$ cat config.mk
export PLATFORM = sky130hd
export DESIGN_NAME = cla_pipelined_adder_flat
export DESIGN_NICKNAME = d
export VERILOG_FILES = /design/src/rtl/cla_pipelined_adder_if.sv /design/src/rtl/cla_pipelined_adder.sv /design/src/flat_wrapper.sv
export SDC_FILE = /design/constraint.sdc
export NUM_CORES = 1
export LEC_CHECK = 0
export CAP_MARGIN = 20
export CORE_MARGIN = 1
export CORE_UTILIZATION = 40
export CTS_CLUSTER_DIAMETER = 60
export DETAILED_ROUTE_END_ITERATION = 10
export GPL_ROUTABILITY_DRIVEN = 0
export GPL_TIMING_DRIVEN = 0
export PLACE_DENSITY = 0.58
export RECOVER_POWER = 100
export SETUP_SLACK_MARGIN = 0.1
export SYNTH_ARGS = -nofsm -noshare
export SYNTH_HDL_FRONTEND = slang
export SYNTH_SLANG_ARGS = --single-unit
$ cat constraint.sdc
create_clock -name clk -period 3.8 [get_ports clk]
set_clock_uncertainty 0.1 [all_clocks]
set_input_delay 0.76 -clock clk [delete_from_list [all_inputs] [get_ports clk]]
set_output_delay 0.76 -clock clk [all_outputs]
set_load 0.02 [all_outputs]
$ cat src/rtl/cla_pipelined_adder_if.sv
// Valid/ready operand and result bundle for the pipelined CLA adder/subtractor.
// The producer/consumer side uses master; the adder itself uses slave.
interface cla_pipelined_adder_if #(
  parameter int WIDTH = 32
);
  logic             in_valid;
  logic             in_ready;
  logic [WIDTH-1:0] x;
  logic [WIDTH-1:0] y;
  logic             cin;
  logic             sub;
  logic             out_valid;
  logic             out_ready;
  logic [WIDTH-1:0] sum;
  logic             cout;
  logic             ovf;
  logic             zero;

  modport master (
    output in_valid, x, y, cin, sub, out_ready,
    input  in_ready, out_valid, sum, cout, ovf, zero
  );

  modport slave (
    input  in_valid, x, y, cin, sub, out_ready,
    output in_ready, out_valid, sum, cout, ovf, zero
  );
endinterface

$ cat src/rtl/cla_pipelined_adder.sv
// Pipelined carry-lookahead adder/subtractor: one SEG_W-bit segment per stage,
// two-level lookahead (4-bit blocks + group unit) inside each segment.
module cla_pipelined_adder #(
  parameter int WIDTH = 32,
  parameter int SEG_W = 8
) (
  input logic                   clk,
  input logic                   rst_n,
  cla_pipelined_adder_if.slave  bus
);
  localparam int NSEG = WIDTH / SEG_W;
  localparam int NB   = SEG_W / 4;

  // Flattened 4-bit lookahead; c[4] with ci=0 doubles as the block's Gstar.
  function automatic logic [4:0] cla4(input logic [3:0] g, input logic [3:0] p, input logic ci);
    logic [4:0] c;
    c[0] = ci;
    c[1] = g[0] | (p[0] & ci);
    c[2] = g[1] | (p[1] & g[0]) | (p[1] & p[0] & ci);
    c[3] = g[2] | (p[2] & g[1]) | (p[2] & p[1] & g[0]) | (p[2] & p[1] & p[0] & ci);
    c[4] = g[3] | (p[3] & g[2]) | (p[3] & p[2] & g[1]) | (p[3] & p[2] & p[1] & g[0])
         | (&p & ci);
    return c;
  endfunction

  // Group unit: each block carry-in is a sum of products, no ripple across blocks.
  function automatic logic [NB:0] group_carries(input logic [NB-1:0] gs, input logic [NB-1:0] ps,
                                                input logic ci);
    logic [NB:0] bc;
    logic        term;
    for (int j = 0; j <= NB; j++) begin
      term = ci;
      for (int m = 0; m < j; m++) term = term & ps[m];
      bc[j] = term;
      for (int i = 0; i < j; i++) begin
        term = gs[i];
        for (int m = i + 1; m < j; m++) term = term & ps[m];
        bc[j] = bc[j] | term;
      end
    end
    return bc;
  endfunction

  // Returns {overflow, carry_out, sum} for one segment.
  function automatic logic [SEG_W+1:0] seg_add(input logic [SEG_W-1:0] a, input logic [SEG_W-1:0] b,
                                               input logic ci);
    logic [SEG_W-1:0] g, p, c;
    logic [NB-1:0]    gs, ps;
    logic [NB:0]      bc;
    logic [4:0]       lc;
    g = a & b;
    p = a ^ b;
    for (int j = 0; j < NB; j++) begin
      lc    = cla4(g[4*j +: 4], p[4*j +: 4], 1'b0);
      gs[j] = lc[4];
      ps[j] = &p[4*j +: 4];
    end
    bc = group_carries(gs, ps, ci);
    lc = '0;
    for (int j = 0; j < NB; j++) begin
      lc           = cla4(g[4*j +: 4], p[4*j +: 4], bc[j]);
      c[4*j +: 4]  = lc[3:0];
    end
    return {lc[3] ^ bc[NB], bc[NB], p ^ c};
  endfunction

  logic             valid_q [NSEG];
  logic             valid_d [NSEG];
  logic [WIDTH-1:0] x_q     [NSEG];
  logic [WIDTH-1:0] x_d     [NSEG];
  logic [WIDTH-1:0] y_q     [NSEG];
  logic [WIDTH-1:0] y_d     [NSEG];
  logic [WIDTH-1:0] s_q     [NSEG];
  logic [WIDTH-1:0] s_d     [NSEG];
  logic             c_q     [NSEG];
  logic             c_d     [NSEG];
  logic             z_q     [NSEG];
  logic             z_d     [NSEG];
  logic             o_q     [NSEG];
  logic             o_d     [NSEG];

  logic advance;

  assign advance      = !valid_q[NSEG-1] || bus.out_ready;
  assign bus.in_ready = advance;

  // NOTE: every temporary and every _d is assigned on each pass before use, so no latch is inferred.
  always_comb begin
    logic [WIDTH-1:0]  src_x, src_y, src_s;
    logic              src_c, src_z, src_v;
    logic [SEG_W+1:0]  res;
    for (int k = 0; k < NSEG; k++) begin
      if (k == 0) begin
        src_x = bus.x;
        src_y = bus.sub ? ~bus.y : bus.y;
        src_s = '0;
        src_c = bus.sub | bus.cin;
        src_z = 1'b1;
        src_v = bus.in_valid;
      end else begin
        src_x = x_q[k-1];
        src_y = y_q[k-1];
        src_s = s_q[k-1];
        src_c = c_q[k-1];
        src_z = z_q[k-1];
        src_v = valid_q[k-1];
      end
      res                     = seg_add(src_x[k*SEG_W +: SEG_W], src_y[k*SEG_W +: SEG_W], src_c);
      valid_d[k]              = src_v;
      x_d[k]                  = src_x;
      y_d[k]                  = src_y;
      s_d[k]                  = src_s;
      s_d[k][k*SEG_W +: SEG_W] = res[SEG_W-1:0];
      c_d[k]                  = res[SEG_W];
      o_d[k]                  = res[SEG_W+1];
      z_d[k]                  = src_z & (res[SEG_W-1:0] == '0);
    end
  end

  // NOTE: the stage registers are plain flops (not a RAM), so all of them take the async reset.
  always_ff @(posedge clk or negedge rst_n) begin
    if (!rst_n) begin
      for (int k = 0; k < NSEG; k++) begin
        valid_q[k] <= 1'b0;
        x_q[k]     <= '0;
        y_q[k]     <= '0;
        s_q[k]     <= '0;
        c_q[k]     <= 1'b0;
        z_q[k]     <= 1'b0;
        o_q[k]     <= 1'b0;
      end
    end else if (advance) begin
      // NOTE: non-blocking so each stage loads its predecessor's pre-edge value.
      for (int k = 0; k < NSEG; k++) begin
        valid_q[k] <= valid_d[k];
        x_q[k]     <= x_d[k];
        y_q[k]     <= y_d[k];
        s_q[k]     <= s_d[k];
        c_q[k]     <= c_d[k];
        z_q[k]     <= z_d[k];
        o_q[k]     <= o_d[k];
      end
    end
  end

  assign bus.out_valid = valid_q[NSEG-1];
  assign bus.sum       = s_q[NSEG-1];
  assign bus.cout      = c_q[NSEG-1];
  assign bus.ovf       = o_q[NSEG-1];
  assign bus.zero      = z_q[NSEG-1];
endmodule

$ cat src/flat_wrapper.sv
// flat-port wrapper written by rule: the top's interface ports become plain ports
module cla_pipelined_adder_flat 
#(
  parameter int WIDTH = 32,
  parameter int SEG_W = 8
)
  (clk, rst_n, bus_in_valid, bus_x, bus_y, bus_cin, bus_sub, bus_out_ready, bus_in_ready, bus_out_valid, bus_sum, bus_cout, bus_ovf, bus_zero);
  cla_pipelined_adder_if #(.WIDTH(WIDTH)) bus_i ();
  input logic clk;
  input logic rst_n;
  input wire logic [$bits(bus_i.in_valid)-1:0] bus_in_valid;
  input wire logic [$bits(bus_i.x)-1:0] bus_x;
  input wire logic [$bits(bus_i.y)-1:0] bus_y;
  input wire logic [$bits(bus_i.cin)-1:0] bus_cin;
  input wire logic [$bits(bus_i.sub)-1:0] bus_sub;
  input wire logic [$bits(bus_i.out_ready)-1:0] bus_out_ready;
  output wire logic [$bits(bus_i.in_ready)-1:0] bus_in_ready;
  output wire logic [$bits(bus_i.out_valid)-1:0] bus_out_valid;
  output wire logic [$bits(bus_i.sum)-1:0] bus_sum;
  output wire logic [$bits(bus_i.cout)-1:0] bus_cout;
  output wire logic [$bits(bus_i.ovf)-1:0] bus_ovf;
  output wire logic [$bits(bus_i.zero)-1:0] bus_zero;
  assign bus_i.in_valid = bus_in_valid;
  assign bus_i.x = bus_x;
  assign bus_i.y = bus_y;
  assign bus_i.cin = bus_cin;
  assign bus_i.sub = bus_sub;
  assign bus_i.out_ready = bus_out_ready;
  assign bus_in_ready = bus_i.in_ready;
  assign bus_out_valid = bus_i.out_valid;
  assign bus_sum = bus_i.sum;
  assign bus_cout = bus_i.cout;
  assign bus_ovf = bus_i.ovf;
  assign bus_zero = bus_i.zero;
  cla_pipelined_adder #(.WIDTH(WIDTH), .SEG_W(SEG_W)) u_core (.clk(clk), .rst_n(rst_n), .bus(bus_i));
endmodule
# Word-level counts from Yosys, hierarchy flattened
# Cells that the tools add are included.
# totals
latchBits	0
elab_cells	264
output_inout_bits	37
n_memories	0
ramBits	0
rom_bits	0
register_bits	285
# classes
n_mux	1
add_sub_neg	0
shift	0
n_mul	0
n_bitwise	226
magnitude_cmp	0
eq_ne	0
div	0
reduce_logical	14
# op_table
cell	count
AND 1 bit	127
bitwise OR 1 bit	85
bitwise XOR 8 bit	8
AND 8 bit	4
logical NOT 8 bit	4
two-way mux 32 bit	1
inverter 32 bit	1
AND reduction 4 bit	8
logical NOT 1 bit	1
logical OR 1 bit	1
bitwise XOR 1 bit	1

# Logic depth before layout (Yosys ltp)
# depth
ltp_word	12
depth_mapped	12

# Least setup slack after synthesis
# No wires, ideal clock.
# synth_path
kind	in2reg
start	input bus_sub
end	register u_core.z_q[3] (netlist bit)
stages	11
slack_ns	0.493
t_required_ns	3.605
arrival_ns	3.111
path_cell_list	buf_6 -> buf_2 -> xor2_1 -> ha_1 -> nor3_1 -> a211oi_2 -> a21oi_1 -> fa_1 -> nand3b_1 -> a211o_1 -> o31ai_1
# synth_between
elab_chain_cells	11
# synth_rtl
item	line	rtl
from (decl)	flat_wrapper.sv:15	input wire logic [$bits(bus_i.sub)-1:0] bus_sub;
two-way mux 32 bit	cla_pipelined_adder.sv:95	src_y = bus.sub ? ~bus.y : bus.y;
bitwise XOR 8 bit / AND 8 bit (equally long branches)	cla_pipelined_adder.sv:52, cla_pipelined_adder.sv:51	
AND 1 bit	cla_pipelined_adder.sv:21	c[4] = g[3] | (p[3] & g[2]) | (p[3] & p[2] & g[1]) | (p[3] & p[2] & p[1] & g[0])
bitwise OR 1 bit / AND 1 bit (equally long branches) (2 in a row)	cla_pipelined_adder.sv:21	
bitwise OR 1 bit	cla_pipelined_adder.sv:21	
bitwise OR 1 bit	cla_pipelined_adder.sv:38	bc[j] = bc[j] | term;
AND 1 bit, on equally long branches	cla_pipelined_adder.sv:18, cla_pipelined_adder.sv:19, cla_pipelined_adder.sv:20	
bitwise OR 1 bit, on equally long branches	cla_pipelined_adder.sv:18, cla_pipelined_adder.sv:19, cla_pipelined_adder.sv:20	
bitwise XOR 8 bit *	cla_pipelined_adder.sv:64	return {lc[3] ^ bc[NB], bc[NB], p ^ c};
logical NOT 8 bit *	cla_pipelined_adder.sv:116	z_d[k] = src_z & (res[SEG_W-1:0] == '0);
to (signal, indexed assignment)	cla_pipelined_adder.sv:140	z_q[k] <= z_d[k];
to (decl)	cla_pipelined_adder.sv:77	logic z_q [NSEG];
# Mark *: on every way between the ends. The rest lies on a longest branch, timed or not.
# A chain may end at the register's enable or synchronous reset.

# Worst setup path after layout
# layout_path
start	input bus_out_ready
end	output bus_in_ready
# layout_between
elab_chain_cells	1
# layout_rtl
item	line	rtl
from (decl)	flat_wrapper.sv:16	input wire logic [$bits(bus_i.out_ready)-1:0] bus_out_ready;
logical OR 1 bit	cla_pipelined_adder.sv:84	assign advance = !valid_q[NSEG-1] || bus.out_ready;
to (decl)	flat_wrapper.sv:17	output wire logic [$bits(bus_i.in_ready)-1:0] bus_in_ready;
# Every way passes these cells.

==> summary.md <==
| Metric | Value |
|---|---|
| Share of async-settable or async-resettable flops after synthesis | 100% |
| Max stage delay on crit path | approximately 0.41 ns |
| R2R setup slack | ~0.94 ns |
| Cell Chain, Critical Path | clkdlybuf4s50_1 -> nor2b_1 -> clkbuf_1 -> inv_1 -> buf_2 -> buf_4 -> buf_2 -> dlygate4sd2_1 |
| Final setup fails | 0 |
| Multi-input logic area | ~0.0037 mm^2 |
| Mapped cell area | approximately 0.0087 mm^2 |
| DRT Wirelength | about 20000 um |
| Fin cells | 1372 |
| P_leak | between 5 and 6 nW |
| Pwr dens | 834 mW/mm^2 |
| Max VDD drop | approximately 0.00037 V |
| Failing checks | max-capacitance violations, max-slew violations |
| DRC viols | 0 |
| HP Start | u_core.bus.sum[23] |
| Vias | 6454 |
| Layer with the highest usage | met1 |
| CP arrival | ~2.8 ns |
| Synthesis Warnings | 0 |
| CP bufs+invs | 7 |
| Vias in the first global route | about 6200 |
| Antenna viol nets, final | 0 |
| Clk sinks | approximately 190 |
| Initial cell density of the core | about two fifths |
| Reg area | approximately 0.0047 mm^2 |
| Crit Reg-Reg Endpoint | u_core.z_q[2] |
| Core area | 0.0212 mm^2 |
| Grt met2 use | around 28% |
| EDFF count, synth | 0 |
| Worst-path fanout max | 10 |
| Port Buf Inserts | about 110 |
| Final total power | just under 9 mW |
| Row count | between 50 and 60 |
| Most frequent cells in the layout | nand2_1, dfrtp_1, clkdlybuf4s50_1 |
| TNS Setup | 0 ns |
| Worst-skew pair later-pin latency | about 0.43 ns |
| Outcome | complete, but fails checks |
| Vias/cell | 4.70 |
| Hold path depth | 2 |
| Number of diodes | 0 |
| Hold Crit Class | reg -> reg |
| Placed Area | 0.0102 mm^2 |
| Hold EP | u_core.bus.sum[23] |
| Number of synthesized register bits | between 150 and 200 |
| Final Cell Area | approximately 0.011 mm^2 |
| Syn nets | ~1100 |
| FF-to-FF Start | u_core.y_d[72] |
| Startpoint types | input pin |
| Area Growth Syn to Fin | 22.4% |
| Met3 Resource Use GR | under 10% |
| Placed cells | roughly 1300 |
| Worst path required time | 2.94 ns |
| Grt ovf | 0 |
| Final Hold Vio Count | 0 |
| Synth Area per Inst | between 9 and 10 um^2 |
| Top-Level Pins | around 110 |
| Detail Placement HPWL | 14800 um |
| R2R depth | 9 |
| Share of cells above drive strength 1 | under 10% |
| Post-DR wirelength/cell | between 10 and 15 um |
| Final Net Count | between 1000 and 1500 |
| Root Driver | clkbuf_16 |
| CTS tree | built |
| # fillers | 2103 |
| Tot GR Track Use | between 15 and 20% |
| Hold_buf cts | 0 |
| Post-synth cell types | 46 |
| Initial antenna violation count | 0 |
| Post_cts resized | 3 |
| Clk buf depth | 2 |
| Final worst setup slack | 0.155 ns |
| Synthesized instance count | about 960 |
| DRT Pass-1 Iters | 4 |
| Most common cell after layout, fill and taps aside | nand2_1 |
| Top_reg_cell synth | dfrtp_1 |
| Critical path's top delay family | buffers and inverters |
| Tcrit/Tclk final | 95.9% |
| Worst Tran Pin Value | ~2.9 ns |
| Clock-pin slew on the worst setup and hold paths | ~0.070 ns |
| RSZ-0062 raised after global routing | no |
| CP Capture Type | output pin |
| CTS H-tree lvls | 4 |
| DR iter-0 viols | 453 |
| First-pass GRT wire length | ~33000 um |
| Die Area | approximately 0.022 mm^2 |
| Fin crit period | roughly 3.6 ns |
| Seq/Total Area, Yosys | a little over half |
| Cell repeated most along the worst path | buf_2 |
| Core Util, Final | 50.4% |
| Fin. max-slew vios | between 100 and 150 |
| Hold WS | 0.360 ns |
| Slew HR | -92.2% |
| Met1 Use GR | roughly 30% |
| Max-Cap Viols | 1 |
| Worst path depth | 8 |
| Die H | between 100 and 150 um |
| Max Clk Rate | 0.274 GHz |
| CTS buffer count | 17 |
| CP Class | in -> out |
| CP max-delay cell | clkbuf_1 |
| Post-CTS Setup Bufs | 0 |
| Largest net degree at the start of global routing | about 120 |
| Dpl ws | -0.210 ns |
| Die width | ~150 um |
[worst max path at each step]
stage / start / end / slack (ns)
floorplan: bus_sub / u_core.z_q[3] / 0.49
global placement: rst_n / u_core.y_d[91] / -6.15
detailed placement: bus_out_ready / bus_in_ready / -0.21
CTS: bus_out_ready / bus_in_ready / 0.22
global route: rst_n / u_core.x_d[28] / 0.06
finish: bus_out_ready / bus_in_ready / 0.15
[final cells by class]
class                   count  share of cell area [%]
clock buffers              18                    4.11
plain buffers              47                    1.83
inverters                  13                   0.457
clock inverters            14                    1.45
flip-flops and latches    189                    44.2
repair buffers            106                    9.88
multi-input cells         710                    34.8
well taps                 275                    3.22
[per-layer routing]
metal / share of wire, % / wire (um)
met5: 0 / 0
met4: 1.0 / 201
met3: 3.1 / 627
met2: 43 / 8680
met1: 53 / 10600
[power by group]
part / switching [mW] / internal, mW / total [mW]
Sequential: 0.530 / 2.90 / 3.43
Clock: 0.835 / 0.949 / 1.78
Combinational: 2.21 / 1.49 / 3.70
Total: 3.57 / 5.34 / 8.92
[cells in the mapped netlist, types with 4 or more instances]
| cell type | instances | share of area [%] |
|---|---|---|
| o21ai_0 | 40 | 2.3 |
| nand2_1 | 420 | 18 |
| fa_1 | 8 | 1.8 |
| inv_1 | 13 | 0.56 |
| nor2_1 | 48 | 2.1 |
| o21ai_1 | 5 | 0.29 |
| dfrtp_1 | 189 | 54 |
| ha_1 | 32 | 4.6 |
| nand2b_1 | 7 | 0.50 |
| xnor2_1 | 29 | 2.9 |
| nand4_1 | 4 | 0.29 |
| xor2_1 | 31 | 3.1 |
| buf_2 | 22 | 1.3 |
| nor2b_1 | 4 | 0.29 |
| buf_1 | 5 | 0.21 |
| clkbuf_1 | 18 | 0.77 |
| a21oi_1 | 35 | 2.0 |
[flip-flops by register name, summed over array words and instances, names as in the netlist, 3 cells and up]
register        cells
u_core.c_q          3
u_core.valid_d      3
u_core.s_d         48
u_core.bus.sum     32
u_core.z_q          3
u_core.y_d         48
u_core.x_d         48
[logic make-up (layout without fill, tap and decap cells)]
group	Yosys count	after routing	synth area share (%)
AND/OR/NAND/NOR	494	494	22.0
adder cells (fa/ha/maj)	40	40	6.42
buffers and inverters	60	198	3.07
XOR/XNOR	60	60	6.02
flip-flops	189	189	54.2
multiplexers	5	5	0.602
AO/OA/AOI/OAI	111	111	7.69
[worst register-to-register path, cell delays in order (launching register included)]
cell and delay, ns:
dfrtp_1 0.39, ha_1 0.31, a211oi_1 0.35, nor2_1 0.10, o21ai_0 0.16, nand2b_1 0.10, fa_1 0.43, xnor2_1 0.33
nand4_1 0.14, o41ai_1 0.33
No activity file was read; power rests on OpenSTA's default activity.
